==> src/rtl/fir_coeff_loader.sv <==
// Serial coefficient loader for the transposed FIR chain.
// Fills a shadow bank, then commits it to the active bank on a sample boundary.
module fir_coeff_loader #(
    parameter int DATA_WIDTH = 24,
    parameter int NUM_TAPS   = 16,
    parameter int CNT_WIDTH  = $clog2(NUM_TAPS)
) (
    input  logic                           i_clk,
    input  logic                           i_rst_n,
    input  logic                           i_load_start,
    input  logic signed [DATA_WIDTH-1:0]   iv_coeff,
    input  logic                           i_coeff_valid,
    output logic                           o_coeff_ready,
    input  logic                           i_sample_en,
    output logic [NUM_TAPS*DATA_WIDTH-1:0] ov_weights,
    output logic                           o_busy,
    output logic                           o_swap,
    output logic                           o_restart
);

    typedef enum logic [1:0] {
        IDLE,
        LOAD,
        PENDING
    } state_t;

    localparam logic [CNT_WIDTH-1:0] LAST = CNT_WIDTH'(NUM_TAPS - 1);

    state_t                 state;
    state_t                 state_nxt;
    logic [CNT_WIDTH-1:0]   index;
    logic [CNT_WIDTH-1:0]   index_nxt;
    logic                   xfer;
    logic                   swap;
    logic                   restart;
    logic [DATA_WIDTH-1:0]  shadow [NUM_TAPS];

    always_ff @(posedge i_clk or negedge i_rst_n) begin
        if (!i_rst_n) begin
            state     <= IDLE;
            index     <= '0;
            o_swap    <= 1'b0;
            o_restart <= 1'b0;
        end else begin
            state     <= state_nxt;
            index     <= index_nxt;
            o_swap    <= swap;
            o_restart <= restart;
        end
    end

    // A start request outranks both a same-cycle transfer and a swap.
    always_comb begin
        state_nxt = state;
        index_nxt = index;
        xfer      = 1'b0;
        swap      = 1'b0;
        restart   = 1'b0;
        unique case (state)
            IDLE: begin
                if (i_load_start) begin
                    state_nxt = LOAD;
                    index_nxt = '0;
                end
            end
            LOAD: begin
                if (i_load_start) begin
                    restart   = 1'b1;
                    index_nxt = '0;
                end else if (i_coeff_valid) begin
                    xfer = 1'b1;
                    if (index == LAST) begin
                        state_nxt = PENDING;
                        index_nxt = '0;
                    end else begin
                        index_nxt = index + CNT_WIDTH'(1);
                    end
                end
            end
            PENDING: begin
                if (i_load_start) begin
                    restart   = 1'b1;
                    state_nxt = LOAD;
                    index_nxt = '0;
                end else if (i_sample_en) begin
                    swap      = 1'b1;
                    state_nxt = IDLE;
                end
            end
            default: begin
                state_nxt = IDLE;
                index_nxt = '0;
            end
        endcase
    end

    always_ff @(posedge i_clk or negedge i_rst_n) begin
        if (!i_rst_n) begin
            for (int k = 0; k < NUM_TAPS; k++) begin
                shadow[k] <= '0;
            end
            ov_weights <= '0;
        end else begin
            if (xfer) begin
                shadow[index] <= iv_coeff;
            end
            if (swap) begin
                for (int k = 0; k < NUM_TAPS; k++) begin
                    ov_weights[k*DATA_WIDTH +: DATA_WIDTH] <= shadow[k];
                end
            end
        end
    end

    assign o_coeff_ready = (state == LOAD);
    assign o_busy        = (state != IDLE);

endmodule
==> config.mk <==
export PLATFORM = sky130hd
export DESIGN_NAME = fir_coeff_loader
export DESIGN_NICKNAME = d
export VERILOG_FILES = /design/src/rtl/fir_coeff_loader.sv
export SDC_FILE = /design/constraint.sdc
export NUM_CORES = 1
export LEC_CHECK = 0
export ABC_AREA = 1
export CAP_MARGIN = 20
export CORE_MARGIN = 2
export CORE_UTILIZATION = 40
export CTS_CLUSTER_SIZE = 10
export DETAILED_ROUTE_END_ITERATION = 7
export SYNTH_ARGS = -nofsm -noshare
export SYNTH_HDL_FRONTEND = slang
export SYNTH_SLANG_ARGS = --single-unit
==> constraint.sdc <==
create_clock -name i_clk -period 1.8 [get_ports i_clk]
set_input_delay 0.27 -clock i_clk [delete_from_list [all_inputs] [get_ports i_clk]]
set_output_delay 0.27 -clock i_clk [all_outputs]
set_load 0.1 [all_outputs]
* Yosys cells after proc, flatten, opt, wreduce, memory -nomap -nowiden *
Index checks and enable logic that the tools add are counted.

storage, ports and cells
  output and inout port bits = 388
  register bits after elaboration = 776

operators by class
  reduce and logical (&&, ||, !) cells = 7
  mux-type cells = 23
  bitwise gates (word level) = 1
  order comparisons = 2
  $add $sub $neg = 1
  equality and inequality tests = 10

operators with widths
  operator                                                    count
  bitwise mux 384 bit                                         1
  demux 24 bit (select 4 bit)                                 1
  two-way mux 24 bit                                          1
  two-way mux 4 bit                                           4
  two-way mux 2 bit                                           6
  two-way mux 1 bit                                           8
  one-hot mux 4 bit (2 select lines)                          1
  != test 2 bit, second input constant                        3
  != test 3 bit, second input constant                        2
  one-hot mux 2 bit (3 select lines)                          1
  greater-or-equal comparator 5 bit, second input constant    1
  less-than comparator 5 x 1 -> 1 bit, second input constant  1
  inverter 4 -> 5 bit                                         1
  AND reduction 5 bit                                         1
  adder 4 x 1 -> 4 bit, second input constant                 1
  == test 4 bit, second input constant                        1
  != test 2 x 1 -> 1 bit, second input constant               2
  OR reduction 2 bit                                          2
  == test 2 x 1 -> 1 bit, second input constant               1
  == test 2 bit, second input constant                        1
  zero test 2 bit                                             1
  AND reduction 2 bit                                         1
  nonzero test 2 bit                                          1
  logical AND 1 bit                                           1

* Longest topological paths before layout *
Gate-level depths: netlist of the first run.

  depth in word-level cells = 6
  depth in mapped cells = 9
  mapped depth without buffers = 8

* Least setup slack after synthesis of the first run *
OpenSTA, ideal clock, no wires.

  path type = reg-to-reg
  from = reg state[1]
  to = reg shadow[186] (netlist name)
  library setup time = 0.133 ns
  stages on the path, launching flop included = 10
  path buffers = 2
  slack = -0.704 ns
  required time = 1.667 ns
  data arrival time = 2.371 ns
  cell sequence = dfrtp_1 > inv_1 > ha_1 > nand3_4 > nor2_4 > nand2_1 > buf_4 > buf_6 > nand2_1 > o21ai_0

on the way
  longest elaborated chain between the ends = 2

ends and longest elaborated chain
  what                            RTL line  source
  start: declaration              29        state_t state;
  start signal: assignment        45        state <= state_nxt;
  == test 2 x 1 -> 1 bit          --
  net o_coeff_ready               13        output logic o_coeff_ready,
  two-way mux 1 bit               59        unique case (state)
  end signal: indexed assignment  105       shadow[index] <= iv_coeff;
  end: declaration                36        logic [DATA_WIDTH-1:0] shadow [NUM_TAPS];

The timed path passes the listed nets, and every way through them passes these cells.
A chain may end at the register's enable or synchronous reset.

* Final worst setup path of the first run *
  from = reg state[1]
  to = out o_coeff_ready

on the way
  longest elaborated chain between the ends = 1

ends and longest elaborated chain
  what                    RTL line  source
  == test 2 x 1 -> 1 bit  115       assign o_coeff_ready = (state == LOAD);
  end: declaration        13

No other way between the ends.

==> results.py, run 1 <==
metrics = {
    "synthesis": {
        "netlist.top_cell.by_area": "dfrtp_1",
        "synth_edf_count": 0,
        "yosys_warnings": 0,
        "synth_common_cells": "1386 x nand2_1, 776 x dfrtp_1, 425 x o21ai_0, 134 x inv_1, 75 x clkbuf_1",
        "ys_seq_elements": 776,
        "ys.flop_type": "dfrtp_1",
        "postSynthAreaPerCell_sq_um": 9.61,
        "ys_types": 20,
        "netlist_instances": 3005,
        "synth_top_area_share_pct": 67.2,
        "yosys-top-cells-area": "dfrtp_1 67%, nand2_1 18%, o21ai_0 7.4%, inv_1 1.7%, buf_2 1.3%",
        "synth-async-reset-ratio_pct": 100,
        "yosysSeqAreaShare_pct": 67.2,
        "syn_nets": 3043,
        "syn-cell-area_sq_mm": 0.0289,
        "synthMostInstantiatedCell": "nand2_1",
    },
    "route": {
        "dr.pass1.iters": 7,
        "drtAntennaViolNets": 0,
        "viasPerCell": 4.89,
        "vias": 21800,
        "first_iter_violations": 1880,
        "routedWlPerCell_microns": 20.1,
        "drc_errors": 0,
        "wirelength_mm": 89.4,
    },
    "die": {
        "chipHeight_microns": 273,
        "core_sq_mm": 0.0715,
        "dieArea_sq_mm": 0.0744,
        "pin_count": 417,
        "die_w_microns": 273,
        "initial_core_util_pct": 40.4,
        "rows": 98,
    },
    "worst_setup_path": {
        "startpoint_type": "flip-flop",
        "cp_data_arrival_time_ns": 1.49,
        "path_max_fanout": 4,
        "critPathRequiredTime_ns": 1.53,
        "end_kind": "output port",
        "criticalPathCategory": "flip-flop to output port",
    },
    "cts": {
        "cts_tree": "done",
        "cts_root_buf": "clkbuf_16",
        "clk_latency_ns": 0.63,
        "cts_max_path_buffers": 3,
        "htree_levels": 3,
        "cts.sinks": 776,
        "path_clk_slew_ns": 0.05,
        "cts_buffers": 89,
    },
    "sta": {
        "rsz0062_at_grt": "true",
        "clock.fmax_mhz": 568,
        "fin_skew_ns": 0.0145,
        "setup_violations": 0,
        "max-slew-margin-rel_pct": 69.6,
        "worst_pin_slew_ns": 0.454,
        "drv_slew": 0,
        "fin_ws_ns": 0.0388,
        "setup_tns_ns": 0,
        "fin_crit_ns": 1.76,
        "whs_ns": 0.114,
        "fin_crit_sh_pct": 97.8,
        "hold_viol_final": 0,
    },
    "placement": {
        "dp_slack_ns": -0.106,
        "placed_cell_area_sq_mm": 0.0346,
        "dp_cells": 4317,
        "routabilityCongestion": 0.796,
        "portBuffers": 416,
        "hpwl_mm": 57.7,
    },
    "hold_path": {
        "min_path_type": "input port to async pin",
    },
    "power_and_ir_drop": {
        "total_power_mw": 63.9,
        "p_per_area_mw_per_mm2": 1700,
        "ir_drop_v": 0.00235,
        "power.leakage_nw": 19.8,
    },
    "global_routing": {
        "grt_overflow": 0,
        "grt_max_degree": 65,
        "grt.total_usage_pct": 23.4,
        "grt_pass1_vias": 20600,
        "grt_pass1_wl_mm": 131,
        "antenna_found_initial": 4,
    },
    "finish": {
        "drive_gt1_share_pct": 19.3,
        "area_delta_synth_final_pct": 30.1,
        "post-route-cell-area_sq_mm": 0.0376,
        "stdcell_count": 4453,
        "final_nets": 3519,
        "utilization_pct": 52.6,
    },
    "outcome": {
        "status": "finished, final reports clean",
    },
    "run": {
        "drv_cap": 0,
    },
}
[where the power goes]
group	switching, mW	total (mW)	internal (mW)
registers	2.49	23.0	20.5
clock network	6.73	16.2	9.47
logic	19.2	24.8	5.53
[per-layer routing]
layer  global-route usage (%)  up-vias  wire length (microns)
met2                     35.7      705                  40800
met3                     4.85      108                   6320
met4                     6.94        2                   2240
met5                        0        -                     12
met1                     33.9    10600                  40000
li1                         -    10300                      -
[final timing paths]
check	start	end	slack, ns	cells past startpoint
setup / recovery	state[1]	o_coeff_ready	0.04	3
hold / removal	i_rst_n	ov_weights[204]	0.11	2
setup reg to reg	state[1]	shadow[38]	0.08	8
hold reg to reg	shadow[148]	ov_weights[220]	0.46	2
max in group asynchronous	i_rst_n	ov_weights[145]	0.85	4
min in group i_clk	iv_coeff[5]	shadow[77]	0.39	4
[cell type report]
| class | instances | area, sq um |
|---|---|---|
| multi-input cells | 1904 | 7990 |
| flip-flops and latches | 776 | 19400 |
| clock buffers | 108 | 2430 |
| well taps | 950 | 1190 |
| clock inverters | 3 | 47.5 |
| diodes | 2 | 5.00 |
| inverters | 136 | 520 |
| repair buffers | 574 | 5980 |
| fillers | 6425 | 33900 |
[worst max-delay path: stages, from the launching register on]
cell	delay, ns
dfrtp_1	0.39
inv_2	0.11
ha_4	0.19
buf_12	0.18
[repair_timing]
action / 4_1_cts / 5_1_grt
pin swaps: 0 / 6
gates cloned: 0 / 13
hold endpoints to repair: 347 / 0
setup endpoints to repair: 2 / 55
gates resized for setup: 5 / 12
hold buffers: 1 / 0
buffers inserted: 4 / 5
[logic make-up (layout without fill, tap and decap cells)]
logic type / count (synthesis) / after routing / share of synthesized area (%)
and+or+nand+nor: 1411 / 1411 / 18.5
DFF: 776 / 776 / 67.2
AOI/OAI and AO/OA: 484 / 484 / 8.44
buffers and inverters: 325 / 821 / 5.41
adders and majority gates: 9 / 9 / 0.390
other: 0 / 2 / 0
[sequential cells by signal (all words and copies together), names as in the netlist]
| name | flops |
|---|---|
| ov_weights | 384 |
| o_restart | 1 |
| state | 2 |
| o_swap | 1 |
| shadow | 384 |
| index | 4 |
[placed cells by master (no fill, tap or decap)]
master	count
nand4_1	3
bufinv_16	1
o21ai_0	422
ha_1	6
nor2_4	8
nor2_1	6
inv_1	131
inv_2	3
dfrtp_2	1
o21ai_1	56
buf_16	2
clkbuf_1	10
buf_4	420
a21oi_1	2
buf_8	1
buf_12	107
dfrtp_1	775
inv_8	1
o21ai_2	4
nand2_1	1381
buf_6	5
diode_2	2
inv_4	1
clkdlybuf4s50_1	27
inv_6	2
nand3_1	5
clkbuf_8	5
nand3_4	2
nand2_2	6
ha_2	1
dlygate4sd3_1	1
ha_4	2
clkbuf_16	104
Note: power is estimated with default switching activity, not from simulation.
==> run 2: changes to the inputs <==
DONT_BUFFER_PORTS = 1   (was unset)
clock period = 2.04 ns   (was 1.8 ns; I/O delays follow)
==> run 2 against run 1 <==
Net effect:
- clock power fell by 12%
- critical path depth rose by 1
- the flow now finishes with violations (negative hold slack, max-slew violations)
- first-iteration DRC count rose by 20%
- worst hold slack got worse by 0.71 ns
- largest cell class unchanged
- setup slack improved by 0.053 ns
- cell area fell by 5.3%
==> results.py, run 2 (synthesized netlist as in run 1, its figures left out) <==
metrics = {
    "route": {
        "viasPerCell": 4.82,
        "wirelength_mm": 86.0,
        "first_iter_violations": 2251,
        "vias": 21000,
        "routedWlPerCell_microns": 19.7,
        "dr.pass1.iters": 5,
        "drtAntennaViolNets": 0,
        "drc_errors": 0,
    },
    "finish": {
        "multi_input_area_sq_mm": 0.00797,
        "final_cell_mix": "1380 x nand2_1, 776 x dfrtp_1, 434 x buf_4, 425 x o21ai_0, 134 x inv_1",
        "drive_gt1_share_pct": 17.1,
        "post-route-cell-area_sq_mm": 0.0356,
        "largestRegisters": "ov_weights x384, shadow x384, index x4",
        "n_fill_cell": 6638,
        "layout_commonest_cell": "nand2_1",
        "stdcell_count": 4364,
        "area_delta_synth_final_pct": 23.2,
        "final_nets": 3430,
        "regArea_sq_mm": 0.0194,
    },
    "global_routing": {
        "grt.total_usage_pct": 23.0,
        "grt_pass1_wl_mm": 129,
        "antenna_found_initial": 7,
        "grt_pass1_vias": 20200,
        "grt_max_degree": 777,
        "grt_overflow": 0,
    },
    "cts": {
        "cts_root_buf": "clkbuf_16",
        "htree_levels": 3,
        "path_clk_slew_ns": 0.05,
        "cts_tree": "done",
        "cts.sinks": 776,
        "clk_latency_ns": 0.64,
        "cts_buffers": 89,
        "cts_max_path_buffers": 3,
        "hold_buffers": 27,
    },
    "placement": {
        "dp_slack_ns": 0.191,
        "routabilityCongestion": 0.792,
        "placed_cell_area_sq_mm": 0.0328,
        "hpwl_mm": 51.7,
        "portBuffers": 0,
        "dp_cells": 4223,
    },
    "die": {
        "core_sq_mm": 0.0715,
        "dieArea_sq_mm": 0.0744,
        "die_w_microns": 273,
        "rows": 98,
        "pin_count": 417,
        "initial_core_util_pct": 40.4,
        "chipHeight_microns": 273,
    },
    "sta": {
        "drv_slew": 243,
        "worst_pin_slew_ns": 1.71,
        "max-slew-margin-rel_pct": -13.9,
        "whs_ns": -0.594,
        "fin_ws_ns": 0.0920,
        "fin_skew_ns": 0.0356,
        "fin_crit_ns": 1.95,
        "clock.fmax_mhz": 513,
        "hold_viol_final": 776,
        "fin_crit_sh_pct": 95.5,
        "setup_violations": 0,
    },
    "outcome": {
        "status": "finished, violations left",
        "violations": "negative hold slack, max-slew violations",
    },
    "worst_setup_path": {
        "cp_common_cell": "inv_1",
        "critical_path.max_stage_delay_ns": 0.37,
        "crit_buf_inv": 3,
        "path_max_fanout": 3,
        "critical_path.cell_chain": "inv_1 -> ha_1 -> inv_1 -> buf_12",
        "startpoint_type": "flip-flop",
        "cp_data_arrival_time_ns": 1.64,
        "cp_top_family": "buffers and inverters",
        "criticalPathCategory": "flip-flop to output port",
        "end_kind": "output port",
        "cp_slowest_cell": "dfrtp_1",
        "critPathRequiredTime_ns": 1.73,
    },
    "power_and_ir_drop": {
        "p_per_area_mw_per_mm2": 1530,
        "power.leakage_nw": 18.9,
        "ir_drop_v": 0.00112,
    },
    "run": {
        "drv_cap": 0,
    },
    "hold_path": {
        "min_path_type": "input port to async pin",
    },
}
-- run 2: changes by cell type in the layout (fill, tap and decap cells not counted), sizes merged --
cell and change:
inv -1, buf -77, clkinv +6, clkbuf -21, dlygate4sd3 +26, clkdlybuf4s50 -27
diode +5
-- run 2: layer usage --
metal  track usage [%]  routed length (microns)  share of wire, %  vias to the layer above
li1                  -                        -                 -                    10100
met1              31.8                    36800                43                    10200
met2              34.6                    38000                44                      670
met3              7.29                     8680                10                      117
met4              7.46                     2530               2.9                        0
met5                 0                        0                 0                        -
-- run 2: timing repair --
item | 4_1_cts | 5_1_grt
setup endpoints to repair | 1 | 2
cloned | 0 | 0
buffers inserted | 0 | 1
hold endpoints to repair | 879 | 776
resized for setup | 1 | 3
-- run 2: report_power, final --
part	switching, mW	internal [mW]	leakage (nW)
Clock	6.05	8.11	1.21
Sequential	1.07	18.0	10.0
Combinational	17.5	3.77	7.67
Total	24.6	29.9	18.9
-- run 2: worst paths after layout --
path / end / slack, ns / cells after the start / startpoint
max: o_busy / 0.09 / 4 / state[1]
min: ov_weights[199] / -0.59 / 0 / i_rst_n
max reg2reg: shadow[194] / 0.19 / 8 / state[1]
min reg2reg: ov_weights[53] / 0.44 / 2 / shadow[317]
max in group asynchronous: shadow[345] / 1.29 / 0 / i_rst_n
min in group i_clk: shadow[312] / 0.10 / 3 / iv_coeff[0]
-- run 2: cell type report --
class / count / area share (%)
inverters: 136 / 1.46
repair buffers: 485 / 11.2
clock buffers: 98 / 6.50
flip-flops and latches: 776 / 54.6
well taps: 950 / 3.34
diodes: 7 / 0.0492
multi-input cells: 1904 / 22.4
clock inverters: 8 / 0.478
-- run 2: per-stage QoR --
| stage | hold WS, ns | utilization (%) | setup TNS, ns | power [mW] |
|---|---|---|---|---|
| 6_report | -0.594 | 49.8 | 0 | 54.5 |
| 3_5_place_dp | 0.0497 | 45.9 | 0 | 40.4 |
| 4_1_cts | -0.626 | 49.7 | 0 | 54.8 |
| 3_3_place_gp | 0.0405 | 45.9 | 0 | 40.2 |
| 2_1_floorplan | 0.0104 | - | 0 | 35.5 |
| 5_1_grt | -0.623 | 49.8 | -0.0179 | 56.6 |
==> run 3: changes to the inputs <==
CELL_PAD_IN_SITES_DETAIL_PLACEMENT = 0   (was unset)
CELL_PAD_IN_SITES_GLOBAL_PLACEMENT = 1   (was unset)
PLACE_DENSITY_LB_ADDON = 0.1   (was unset)
==> run 3 against run 2 <==
Net effect:
- fmax fell by 29%
- highest routed layer unchanged
- the flow finishes with violations (negative hold slack, max-slew violations, negative setup slack)
- non-clock buffer count fell by 6
- utilization rose by 0.051 points
- cell count barely moved
- clock power barely moved
- cell area rose by 0.10%
- sequential power barely moved
- sequential share of layout area fell by 0.056 points
==> results.py, run 3 (synthesized netlist as in run 1, its figures left out) <==
metrics = {
    "route": {
        "vias": 21200,
        "drc_errors": 0,
        "viasPerCell": 4.85,
        "routedWlPerCell_microns": 20.3,
        "first_iter_violations": 1889,
        "wirelength_mm": 88.4,
        "drtAntennaViolNets": 0,
        "dr.pass1.iters": 7,
    },
    "sta": {
        "hold_viol_final": 348,
        "fin_crit_sh_pct": 134,
        "fin_crit_ns": 2.74,
        "clock.fmax_mhz": 365,
        "rsz0062_at_grt": "false",
        "setup_tns_ns": -126.86,
        "drv_slew": 593,
        "fin_ws_ns": -0.699,
        "whs_ns": -0.626,
        "setup_violations": 281,
        "fin_skew_ns": 0.0187,
        "worst_pin_slew_ns": 4.30,
        "max-slew-margin-rel_pct": -187,
    },
    "die": {
        "dieArea_sq_mm": 0.0744,
        "core_sq_mm": 0.0715,
        "pin_count": 417,
        "initial_core_util_pct": 40.4,
        "rows": 98,
        "chipHeight_microns": 273,
        "die_w_microns": 273,
    },
    "cts": {
        "cts_tree": "done",
        "cts_max_path_buffers": 3,
        "cts.sinks": 776,
        "path_clk_slew_ns": 0.05,
        "cts_root_buf": "clkbuf_16",
        "hold_buffers": 26,
        "clk_latency_ns": 0.63,
        "cts_buffers": 89,
        "htree_levels": 3,
    },
    "placement": {
        "dp_slack_ns": 0.121,
        "routabilityCongestion": 0.800,
        "portBuffers": 0,
        "hpwl_mm": 54.7,
    },
    "power_and_ir_drop": {
        "total_power_mw": 54.5,
        "ir_drop_v": 0.00132,
        "power.leakage_nw": 18.9,
        "p_per_area_mw_per_mm2": 1530,
    },
    "finish": {
        "final_nets": 3424,
        "final_cell_mix": "1382 x nand2_1, 776 x dfrtp_1, 425 x o21ai_0, 418 x buf_4, 133 x inv_1",
        "drive_gt1_share_pct": 16.9,
        "area_delta_synth_final_pct": 23.3,
        "largestRegisters": "ov_weights x384, shadow x384, index x4",
        "layout_commonest_cell": "nand2_1",
    },
    "global_routing": {
        "grt_max_degree": 777,
        "grt_pass1_vias": 21300,
        "grt_overflow": 0,
        "grt_pass1_wl_mm": 134,
        "grt.total_usage_pct": 24.0,
        "antenna_found_initial": 5,
    },
    "worst_setup_path": {
        "path_max_fanout": 776,
        "regToRegSetupSlack_ns": 0.21,
        "end_kind": "async pin",
        "worstRegToRegCells": 8,
        "r2r_end": "shadow[159]",
        "startpoint_type": "input port",
        "criticalPathCategory": "input port to async pin",
        "critPathRequiredTime_ns": 1.76,
        "cp_data_arrival_time_ns": 2.46,
        "rr_startpoint": "state[0]",
    },
    "hold_path": {
        "min_path_type": "input port to async pin",
    },
    "run": {
        "drv_cap": 0,
    },
    "outcome": {
        "status": "finished, violations left",
        "violations": "negative hold slack, max-slew violations, negative setup slack",
    },
}
[run 3: cell count changes in the layout (fill, tap and decap cells not counted), moves of 3 or more]
| cell | delta |
|---|---|
| clkinv_16 | -3 |
| buf_12 | +11 |
| clkbuf_1 | +10 |
| buf_4 | -16 |
| diode_2 | -4 |
[run 3: worst max-delay path by stage]
stage,depth (start not counted),slack [ns],start,end
floorplan,9,0.18,state[1],shadow[186]
global placement,8,0.23,state[1],shadow[355]
global route,4,0.03,state[1],o_busy
finish,0,-0.70,i_rst_n,ov_weights[311]
detailed placement,8,0.12,state[1],shadow[159]
CTS,4,0.02,state[1],o_busy
[run 3: area by class of cell]
type,count,area (sq um)
fillers,6703,35900
clock inverters,6,77.6
clock buffers,108,2360
repair buffers,479,4090
well taps,950,1190
inverters,136,518
multi-input cells,1904,7970
flip-flops and latches,776,19400
diodes,3,7.51
[run 3: through the flow]
step                hold WS (ns)  cell area, sq um  instances  util [%]
finish                    -0.626             35600       4362      49.8
global route              -0.655             35600       4359      49.8
CTS                       -0.651             35600       4358      49.8
detailed placement        0.0354             32900       4218      46.0
global placement          0.0341             32900       4218      46.0
floorplan                 0.0104             28900       3005         -
[run 3: per-layer routing]
metal  share of wire (%)  vias up  routed length, microns  GRT usage [%]
met5                   0        -                       0              0
met3                 7.6      101                    6720           6.05
li1                    -    10100                       -              -
met1                  42    10400                   37500           31.6
met2                  48      608                   42100           39.5
met4                 2.4        0                    2130           6.82
[run 3: what timing repair did]
item / CTS / global route
setup buffers: 0 / 1
setup endpoints to repair: 2 / 1
resized for setup: 5 / 0
endpoints found under the hold margin: 892 / 776
[run 3: power by group]
part | switching (mW) | total, mW | internal (mW)
sequential | 1.06 | 19.1 | 18.1
clock | 6.00 | 14.0 | 8.04
combinational | 17.6 | 21.4 | 3.80
